## config.mk

```make
export PLATFORM = sky130hd
export DESIGN_NAME = ps2_key_writer
export DESIGN_NICKNAME = d
export VERILOG_FILES = /design/src/rtl/ps2_key_writer.sv
export SDC_FILE = /design/constraint.sdc
export NUM_CORES = 1
export LEC_CHECK = 0
export ABC_AREA = 1
export CORE_MARGIN = 2
export CORE_UTILIZATION = 54
export DETAILED_ROUTE_END_ITERATION = 8
export GPL_ROUTABILITY_DRIVEN = 0
export PLACE_DENSITY = 0.76
export SYNTH_ARGS = -nofsm -noshare
export SYNTH_HDL_FRONTEND = slang
export SYNTH_SLANG_ARGS = --single-unit
```

## constraint.sdc

```tcl
create_clock -name clk -period 1.7 [get_ports clk]
set_input_delay 0.51 -clock clk [delete_from_list [all_inputs] [get_ports clk]]
set_output_delay 0.51 -clock clk [all_outputs]
set_load 0.02 [all_outputs]
```

## src/rtl/ps2_key_writer.sv

```systemverilog
// ps2_key_writer: PS/2 receiver, scancode decoder and text cursor for the keyboard char RAM.
// Receives raw PS/2 frames, checks start/stop/odd parity, and decodes make, break and
// extended sequences. Each new key press produces one write strobe carrying the scancode
// and the cursor cell. Backspace blanks the previous cell, and Enter jumps to the next row.
// Ports:
//   clk, rst           system clock, synchronous active-high reset
//   ps2_clk, ps2_data  raw asynchronous PS/2 lines
//   we                 one-cycle write strobe to the char RAM
//   inaddr, din        cell address and scancode for the write; held until the next write
//   key_down           high while a non-extended make code is held
//   frame_err          one-cycle pulse on a bad start, stop or parity bit
module ps2_key_writer #(
  parameter int unsigned ROW_LEN = 32,
  parameter int unsigned CELLS   = 256,
  parameter int unsigned TIMEOUT = 50000
) (
  input  logic       clk,
  input  logic       rst,
  input  logic       ps2_clk,
  input  logic       ps2_data,
  output logic       we,
  output logic [7:0] inaddr,
  output logic [7:0] din,
  output logic       key_down,
  output logic       frame_err
);

  typedef enum logic [1:0] {StIdle, StBreak, StExt, StExtBrk} state_e;

  localparam int unsigned ToW      = $clog2(TIMEOUT + 1);
  localparam logic [7:0]  LastCell = 8'(CELLS - 1);
  localparam logic [7:0]  RowMask  = 8'(ROW_LEN - 1);
  localparam logic [8:0]  CellsW   = 9'(CELLS);
  localparam logic [7:0]  CodeBrk  = 8'hF0;
  localparam logic [7:0]  CodeExt  = 8'hE0;
  localparam logic [7:0]  CodeBs   = 8'h66;
  localparam logic [7:0]  CodeEnt  = 8'h5A;

  state_e           state_q, state_d;
  logic [2:0]       clk_sync_q, data_sync_q;
  logic [3:0]       bit_cnt_q, bit_cnt_d;
  logic [9:0]       shift_q, shift_d;   // start, d[7:0], parity once ten bits are in
  logic [ToW-1:0]   to_cnt_q, to_cnt_d;
  logic [7:0]       cursor_q, cursor_d, last_code_q, last_code_d;
  logic [7:0]       inaddr_q, inaddr_d, din_q, din_d;
  logic             we_q, we_d, key_down_q, key_down_d, frame_err_q, frame_err_d;

  logic             fall, bit_in, byte_done, byte_valid;
  logic [7:0]       rx_byte, cursor_inc, cursor_dec, enter_tgt;
  logic [8:0]       enter_sum;

  assign fall       = (clk_sync_q[2:1] == 2'b10);
  assign bit_in     = data_sync_q[2];
  assign byte_done  = fall && (bit_cnt_q == 4'd10);
  // bit_in is the stop bit when byte_done is set
  assign byte_valid = byte_done && !shift_q[0] && bit_in && (^shift_q[9:1]);
  assign rx_byte    = shift_q[8:1];

  assign cursor_inc = (cursor_q == LastCell) ? 8'd0 : cursor_q + 8'd1;
  assign cursor_dec = (cursor_q == 8'd0) ? LastCell : cursor_q - 8'd1;
  // Strictly the next row start, so Enter on a row boundary still advances a full row
  assign enter_sum  = {1'b0, cursor_q | RowMask} + 9'd1;
  assign enter_tgt  = (enter_sum >= CellsW) ? 8'(enter_sum - CellsW) : enter_sum[7:0];

  // Receiver: bit counter, shift register, inter-bit timeout (a fall beats a timeout)
  always_comb begin
    bit_cnt_d = bit_cnt_q;
    shift_d   = shift_q;
    to_cnt_d  = to_cnt_q;
    if (fall) begin
      to_cnt_d  = '0;
      shift_d   = {bit_in, shift_q[9:1]};
      bit_cnt_d = (bit_cnt_q == 4'd10) ? 4'd0 : bit_cnt_q + 4'd1;
    end else begin
      if (to_cnt_q != ToW'(TIMEOUT)) to_cnt_d = to_cnt_q + ToW'(1);
      if ((to_cnt_q == ToW'(TIMEOUT)) && (bit_cnt_q != 4'd0)) bit_cnt_d = 4'd0;
    end
  end

  // Decode FSM state register
  always_ff @(posedge clk) begin
    if (rst) state_q <= StIdle;
    else     state_q <= state_d;
  end

  // Decode FSM next state
  always_comb begin
    state_d = state_q;
    if (byte_valid) begin
      unique case (state_q)
        StIdle: begin
          if (rx_byte == CodeBrk)      state_d = StBreak;
          else if (rx_byte == CodeExt) state_d = StExt;
        end
        StBreak:  state_d = StIdle;
        StExt:    state_d = (rx_byte == CodeBrk) ? StExtBrk : StIdle;
        StExtBrk: state_d = StIdle;
        default:  state_d = StIdle;
      endcase
    end
  end

  // Decode actions: writes, cursor, held-key tracking
  always_comb begin
    we_d        = 1'b0;
    inaddr_d    = inaddr_q;
    din_d       = din_q;
    cursor_d    = cursor_q;
    last_code_d = last_code_q;
    key_down_d  = key_down_q;
    frame_err_d = byte_done && !byte_valid;
    if (byte_valid) begin
      unique case (state_q)
        StIdle: begin
          if ((rx_byte != CodeBrk) && (rx_byte != CodeExt)) begin
            // A repeat of the held code is typematic and writes nothing
            if (rx_byte != last_code_q) begin
              if (rx_byte == CodeBs) begin
                we_d     = 1'b1;
                inaddr_d = cursor_dec;
                din_d    = 8'h00;
                cursor_d = cursor_dec;
              end else if (rx_byte == CodeEnt) begin
                cursor_d = enter_tgt;
              end else begin
                we_d     = 1'b1;
                inaddr_d = cursor_q;
                din_d    = rx_byte;
                cursor_d = cursor_inc;
              end
            end
            last_code_d = rx_byte;
            key_down_d  = 1'b1;
          end
        end
        StBreak: begin
          if (rx_byte == last_code_q) begin
            key_down_d  = 1'b0;
            last_code_d = 8'h00;
          end
        end
        default: ;
      endcase
    end
  end

  always_ff @(posedge clk) begin
    if (rst) begin
      clk_sync_q  <= 3'b111;
      data_sync_q <= 3'b111;
      bit_cnt_q   <= 4'd0;
      shift_q     <= '0;
      to_cnt_q    <= '0;
      cursor_q    <= 8'd0;
      last_code_q <= 8'd0;
      we_q        <= 1'b0;
      inaddr_q    <= 8'd0;
      din_q       <= 8'd0;
      key_down_q  <= 1'b0;
      frame_err_q <= 1'b0;
    end else begin
      clk_sync_q  <= {clk_sync_q[1:0], ps2_clk};
      data_sync_q <= {data_sync_q[1:0], ps2_data};
      bit_cnt_q   <= bit_cnt_d;
      shift_q     <= shift_d;
      to_cnt_q    <= to_cnt_d;
      cursor_q    <= cursor_d;
      last_code_q <= last_code_d;
      we_q        <= we_d;
      inaddr_q    <= inaddr_d;
      din_q       <= din_d;
      key_down_q  <= key_down_d;
      frame_err_q <= frame_err_d;
    end
  end

  assign we        = we_q;
  assign inaddr    = inaddr_q;
  assign din       = din_q;
  assign key_down  = key_down_q;
  assign frame_err = frame_err_q;

endmodule
```

Word-level counts from Yosys, hierarchy flattened --
Cells that the tools add are included. Widths: inputs -> output; s select.
Word-level totals: output and inout bits 19, input bits 4, register bits after elaboration 73
Operators by class: reduce and logical (&&, ||, !) cells 22, equality and inequality tests 20, add/subtract/negate cells 6, magnitude comparators 1, mux-type cells 24, bitwise logic cells 4
Operators with widths (count):
- $mux 8 | 11
- $eq 8x8->1 const B | 3
- $add 16x1->16 const B | 1
- $eq 16x16->1 const B | 1
- $eq 8x7->1 const B | 2
- $ne 16x16->1 const B | 1
- $ne 8x8->1 const B | 2
- $pmux 8 s2 | 1
- $sub 8x1->8 const B | 2
- $mux 4 | 3
- $add 8x1->9 const B | 1
- $ge 9x9->1 const B | 1
- $reduce_xor 9->1 | 1
- $add 8x1->8 const B | 1
- $eq 8x8->1 | 1
- $logic_not 8->1 | 1
- $ne 8x8->1 | 1
- $reduce_and 4->1 | 2
- $logic_and 1x1->1 | 7
- $eq 2x2->1 const B | 3
- $mux 2 | 3
- $ne 2x2->1 const B | 3
- $pmux 2 s3 | 1
- $reduce_and 5->1 | 1
- 14 further kinds | 23

Longest topological paths before layout --
word-level depth 7, depth in mapped cells 14

Worst setup path before layout --
OpenSTA, ideal clock, no wires.
path type flip-flop to flip-flop, start point register shift_q[4], end point register inaddr_q[4], in the netlist inaddr[4], clock period less this slack 1788 ps, setup time 115 ps, stages on the path, launching flop included 12, path slack -88 ps, arrival time 1673 ps, data required time 1585 ps, cells stage by stage dfxtp_1 > inv_1 > ha_1 > xnor2_1 > inv_1 > nand2_2 > nand3_1 > nor2_2 > buf_6 > nand3_1 > nand2_1 > nor2_1
On the way: longest elaborated chain between the ends 3
Ends and longest elaborated chain:
- start, declared | line 42 | logic [9:0] shift_q, shift_d;
- start signal, assigned | line 165 | shift_q <= shift_d;
- $eq 8x7->1 (tied with other cells) | line 118 | if (rx_byte == CodeBs) begin
- $ne 2x2->1 (no line) (tied with other cells)
- $reduce_and 5->1 (no line)
- end signal, assigned | line 170 | inaddr_q <= inaddr_d;
- end, declared | line 45 | logic [7:0] inaddr_q, inaddr_d, din_q, din_d;
Several ways; a longest one is shown, not always the timed one. A chain may end at the register's enable or synchronous reset.

Worst setup path in the final report --
start point register shift_q[5], end point register last_code_q[6]
On the way: longest elaborated chain between the ends 4
Ends and longest elaborated chain:
- $ne 8x8->1 | line 115 | if ((rx_byte != CodeBrk) && (rx_byte != CodeExt)) begin
- $logic_and 1x1->1 | line 115
- $ne 2x2->1 (no line)
- $reduce_and 4->1 (no line) *
- end signal, assigned | line 168 | last_code_q <= last_code_d;
- end, declared | line 44 | logic [7:0] cursor_q, cursor_d, last_code_q, last_code_d;
Every way passes the cells marked *; elsewhere a longest branch is shown, timed or not.

==> flow_metrics.py <==
metrics = {
    "power_and_ir_drop": {
        "power_frac_seq_pct": 52.1,
        "clkPwrFrac_pct": 43.8,
        "leakage_nw": 2.35,
        "power.internal_w": 0.00261,
        "switchingPower_w": 0.000721,
        "p_sw_share_pct": 21.7,
        "combPwrFrac_pct": 4.1,
        "p_per_area_nw_per_um2": 617,
        "irDropWorstVdd_mv": 0.625,
        "p_total_w": 0.00333,
    },
    "clock_network": {
        "numCtsBuffers": 9,
        "h-tree-depth": 3,
        "cts_tree": "built",
        "path_clk_slew_ps": 70,
        "clk_latency_ps": 350,
        "cts-root-buf": "clkbuf_8",
        "cts_max_path_buffers": 2,
        "cts.sinks": 73,
    },
    "timing": {
        "timing.final.hold_violations": 0,
        "tightest_slew_ps": 334,
        "slew-limit-headroom_pct": 77.7,
        "slew_violations": 0,
        "tns_ps": -4080,
        "max_freq_ghz": 0.530,
        "fin_skew_ps": 9.96,
        "fin_ws_ps": -186,
        "post-route-period-util_pct": 111,
        "setup_viol": 35,
        "min_period_ps": 1890,
        "rsz0062_at_grt": "yes",
    },
    "placed_design": {
        "dp_hpwl_um": 7160,
        "pre_cts_slack_ps": -168,
        "placed_cell_area_um2": 4680,
        "io_buffers": 22,
    },
    "global_routing": {
        "grt_pass1_vias": 3977,
        "antenna_found_initial": 0,
        "grt_pass1_wl_um": 17800,
        "grt.total_usage_pct": 26.6,
        "overflow": 0,
        "grt_max_degree": 26,
    },
    "detailed_routing": {
        "drc_errors": 0,
        "drtPass1Iterations": 5,
        "totalWireLength_um": 11300,
        "final_antenna_net_count": 0,
        "vias": 4275,
        "avgViaCountPerCell": 5.48,
        "drt_iter0_drc": 391,
        "route.detailed.wl_per_inst_um": 14.5,
    },
    "layout": {
        "n_antenna_cell": 0,
        "area_delta_synth_final_pct": 33.4,
        "finalNetCount": 701,
        "fin_util_pct": 74.3,
        "fillerInstances": 543,
        "drive_gt1_share_pct": 26.7,
        "fin_area_um2": 5390,
    },
    "worst_setup_path": {
        "arrival_ps": 2130,
        "critPathMaxStageDelay_ps": 340,
        "cp_common_cell": "nand2_2",
        "reg2reg_slack_ps": -190,
        "crit_chain": "inv_2, ha_4, inv_2, nand2_2, nand2_2, nand2_2, nand2_2, nand2_4, nand2_4, nor2_8, buf_12, buf_8, nand2_8, nand2_4, a21oi_2",
        "critPathMaxFanout": 5,
        "endpoint": "last_code_q[6]",
        "critPathRequiredTime_ps": 1940,
        "cp-start-kind": "flop",
        "critPathKind": "reg2reg",
        "r2r-start": "shift_q[5]",
        "r2r_cells": 15,
        "worstReg2RegEnd": "last_code_q[6]",
        "cpMaxStageDelayCell": "dfxtp_2",
        "critPathLaunch": "shift_q[5]",
        "endpoint_kind": "flop",
    },
    "outcome": {
        "violations": "setup timing",
        "status": "finished, violations left",
    },
    "synth": {
        "syn_area_um2": 4040,
        "synth_fp_nets": 625,
        "syn-instance-count": 600,
        "synth_warnings": 0,
        "syn_avg_cell_area_um2": 6.74,
        "ys_seq_elements": 73,
        "yosysSeqAreaShare_pct": 36.2,
        "synth_cell_type_count": 35,
    },
    "floorplan": {
        "start_util_pct": 55.7,
        "io-pin-count": 23,
        "rows": 31,
        "die_w_um": 90.5,
        "die-area_um2": 8190,
        "core_area_um2": 7250,
        "chipHeight_um": 90.5,
    },
    "min_path": {
        "hold_path.class": "reg2reg",
        "min-delay-start": "data_sync_q[0]",
    },
    "job": {
        "cap_viol_max_count": 0,
    },
}
==> registers in the layout, summed over array words and instances (netlist names) <==
signal,count
inaddr,8
we,1
last_code_q,8
cursor_q,8
shift_q,10
state_q,2
data_sync_q,3
frame_err,1
din,8
key_down,1
clk_sync_q,3
to_cnt_q,16
bit_cnt_q,4
==> worst max-delay path, delay by kind of cell, from the launching register on <==
kind,cells,cell delay (ps)
buffers and inverters,4,340
and+or+nand+nor,9,790
AOI/OAI and AO/OA,1,50
DFF,1,340
adders and majority gates,1,270
==> power groups by stage <==
stage	Combinational (W)	Clock, W	Sequential, W
after floorplan	0.0000684	0	0.00177
after global placement	0.000113	0	0.00177
after detailed placement	0.000117	0	0.00177
after CTS	0.000127	0.00148	0.00173
after global routing	0.000151	0.00154	0.00173
final	0.000136	0.00146	0.00173
==> how the worst min path moves through the flow <==
stage / cells after the start / endpoint / slack (ps)
4_1_cts: 1 / data_sync_q[1] / 420
6_report: 1 / data_sync_q[1] / 420
5_1_grt: 1 / data_sync_q[1] / 440
2_1_floorplan: 1 / clk_sync_q[1] / 390
3_3_place_gp: 1 / data_sync_q[1] / 390
3_5_place_dp: 1 / data_sync_q[1] / 410
==> what timing repair did <==
item,4_1_cts,5_1_grt
gates resized for setup,76,57
setup buffers,5,5
pin swaps,15,20
endpoints found under the setup margin,55,41
hold buffers,0,0
cloned,3,1
==> stage by stage <==
step / instances / hold WS [ps]
3_5_place_dp: 752 / 405
2_1_floorplan: 600 / 389
4_1_cts: 775 / 423
6_report: 780 / 417
3_3_place_gp: 752 / 394
5_1_grt: 780 / 435
==> routing by layer <==
| layer | part of all wire, % | global-route usage (%) | up-vias |
|---|---|---|---|
| met5 | 0 | 0 | - |
| met4 | 2.5 | 9.49 | 0 |
| met3 | 6.8 | 6.01 | 31 |
| met2 | 49 | 45.8 | 164 |
| met1 | 42 | 32.6 | 1997 |
| li1 | - | - | 2083 |
==> Yosys cell counts (all sizes together) <==
cell type / count / area (µm²)
nand2: 147 / 567
nor2: 88 / 385
inv: 76 / 285
dfxtp: 73 / 1460
nand3: 65 / 338
a21oi: 41 / 205
o21ai: 28 / 144
ha: 21 / 263
or2: 10 / 62.6
buf: 9 / 60.1
o22ai: 9 / 56.3
nand4: 8 / 56.3
clkbuf: 6 / 22.5
nor3: 4 / 20.0
xnor2: 3 / 26.3
xor2: 3 / 26.3
o211ai: 2 / 15.0
a211oi: 1 / 7.51
a21boi: 1 / 7.51
a31oi: 1 / 6.26
clkinv: 1 / 3.75
o21a: 1 / 7.51
o21bai: 1 / 7.51
o31ai: 1 / 7.51
==> kinds of logic after synthesis <==
group	synth area share, %
adders and majority gates	6.50
AOI/OAI and AO/OA	11.5
DFF	36.2
buffers and inverters	9.19
and+or+nand+nor	35.4
xor gates and xnor gates	1.30
==> cell usage in the layout (no fill, tap or decap), types with 4 or more instances in the layout <==
cell / n
a21oi_1: 32
a21oi_2: 9
buf_4: 42
buf_6: 8
clkbuf_1: 4
clkbuf_8: 9
dfxtp_1: 63
dfxtp_2: 10
dlygate4sd2_1: 19
ha_1: 16
ha_4: 4
inv_1: 62
inv_2: 14
nand2_1: 123
nand2_2: 11
nand2_4: 13
nand3_1: 52
nand3_2: 11
nand4_1: 7
nor2_1: 65
nor2_2: 14
nor2_4: 8
nor3_1: 4
o21ai_0: 19
o21ai_1: 7
o22ai_1: 9
or2_2: 10
==> final cells by class <==
cell class / instances / area, µm² / area share (%)
multi-input combinational: 439 / 2630 / 48.7
sequential: 73 / 1470 / 27.3
timing repair buffer: 76 / 677 / 12.6
inverter: 77 / 289 / 5.36
clock buffer: 13 / 139 / 2.58
tap: 99 / 124 / 2.30
clock inverter: 3 / 65.1 / 1.21
No activity file was read; power rests on OpenSTA's default activity.
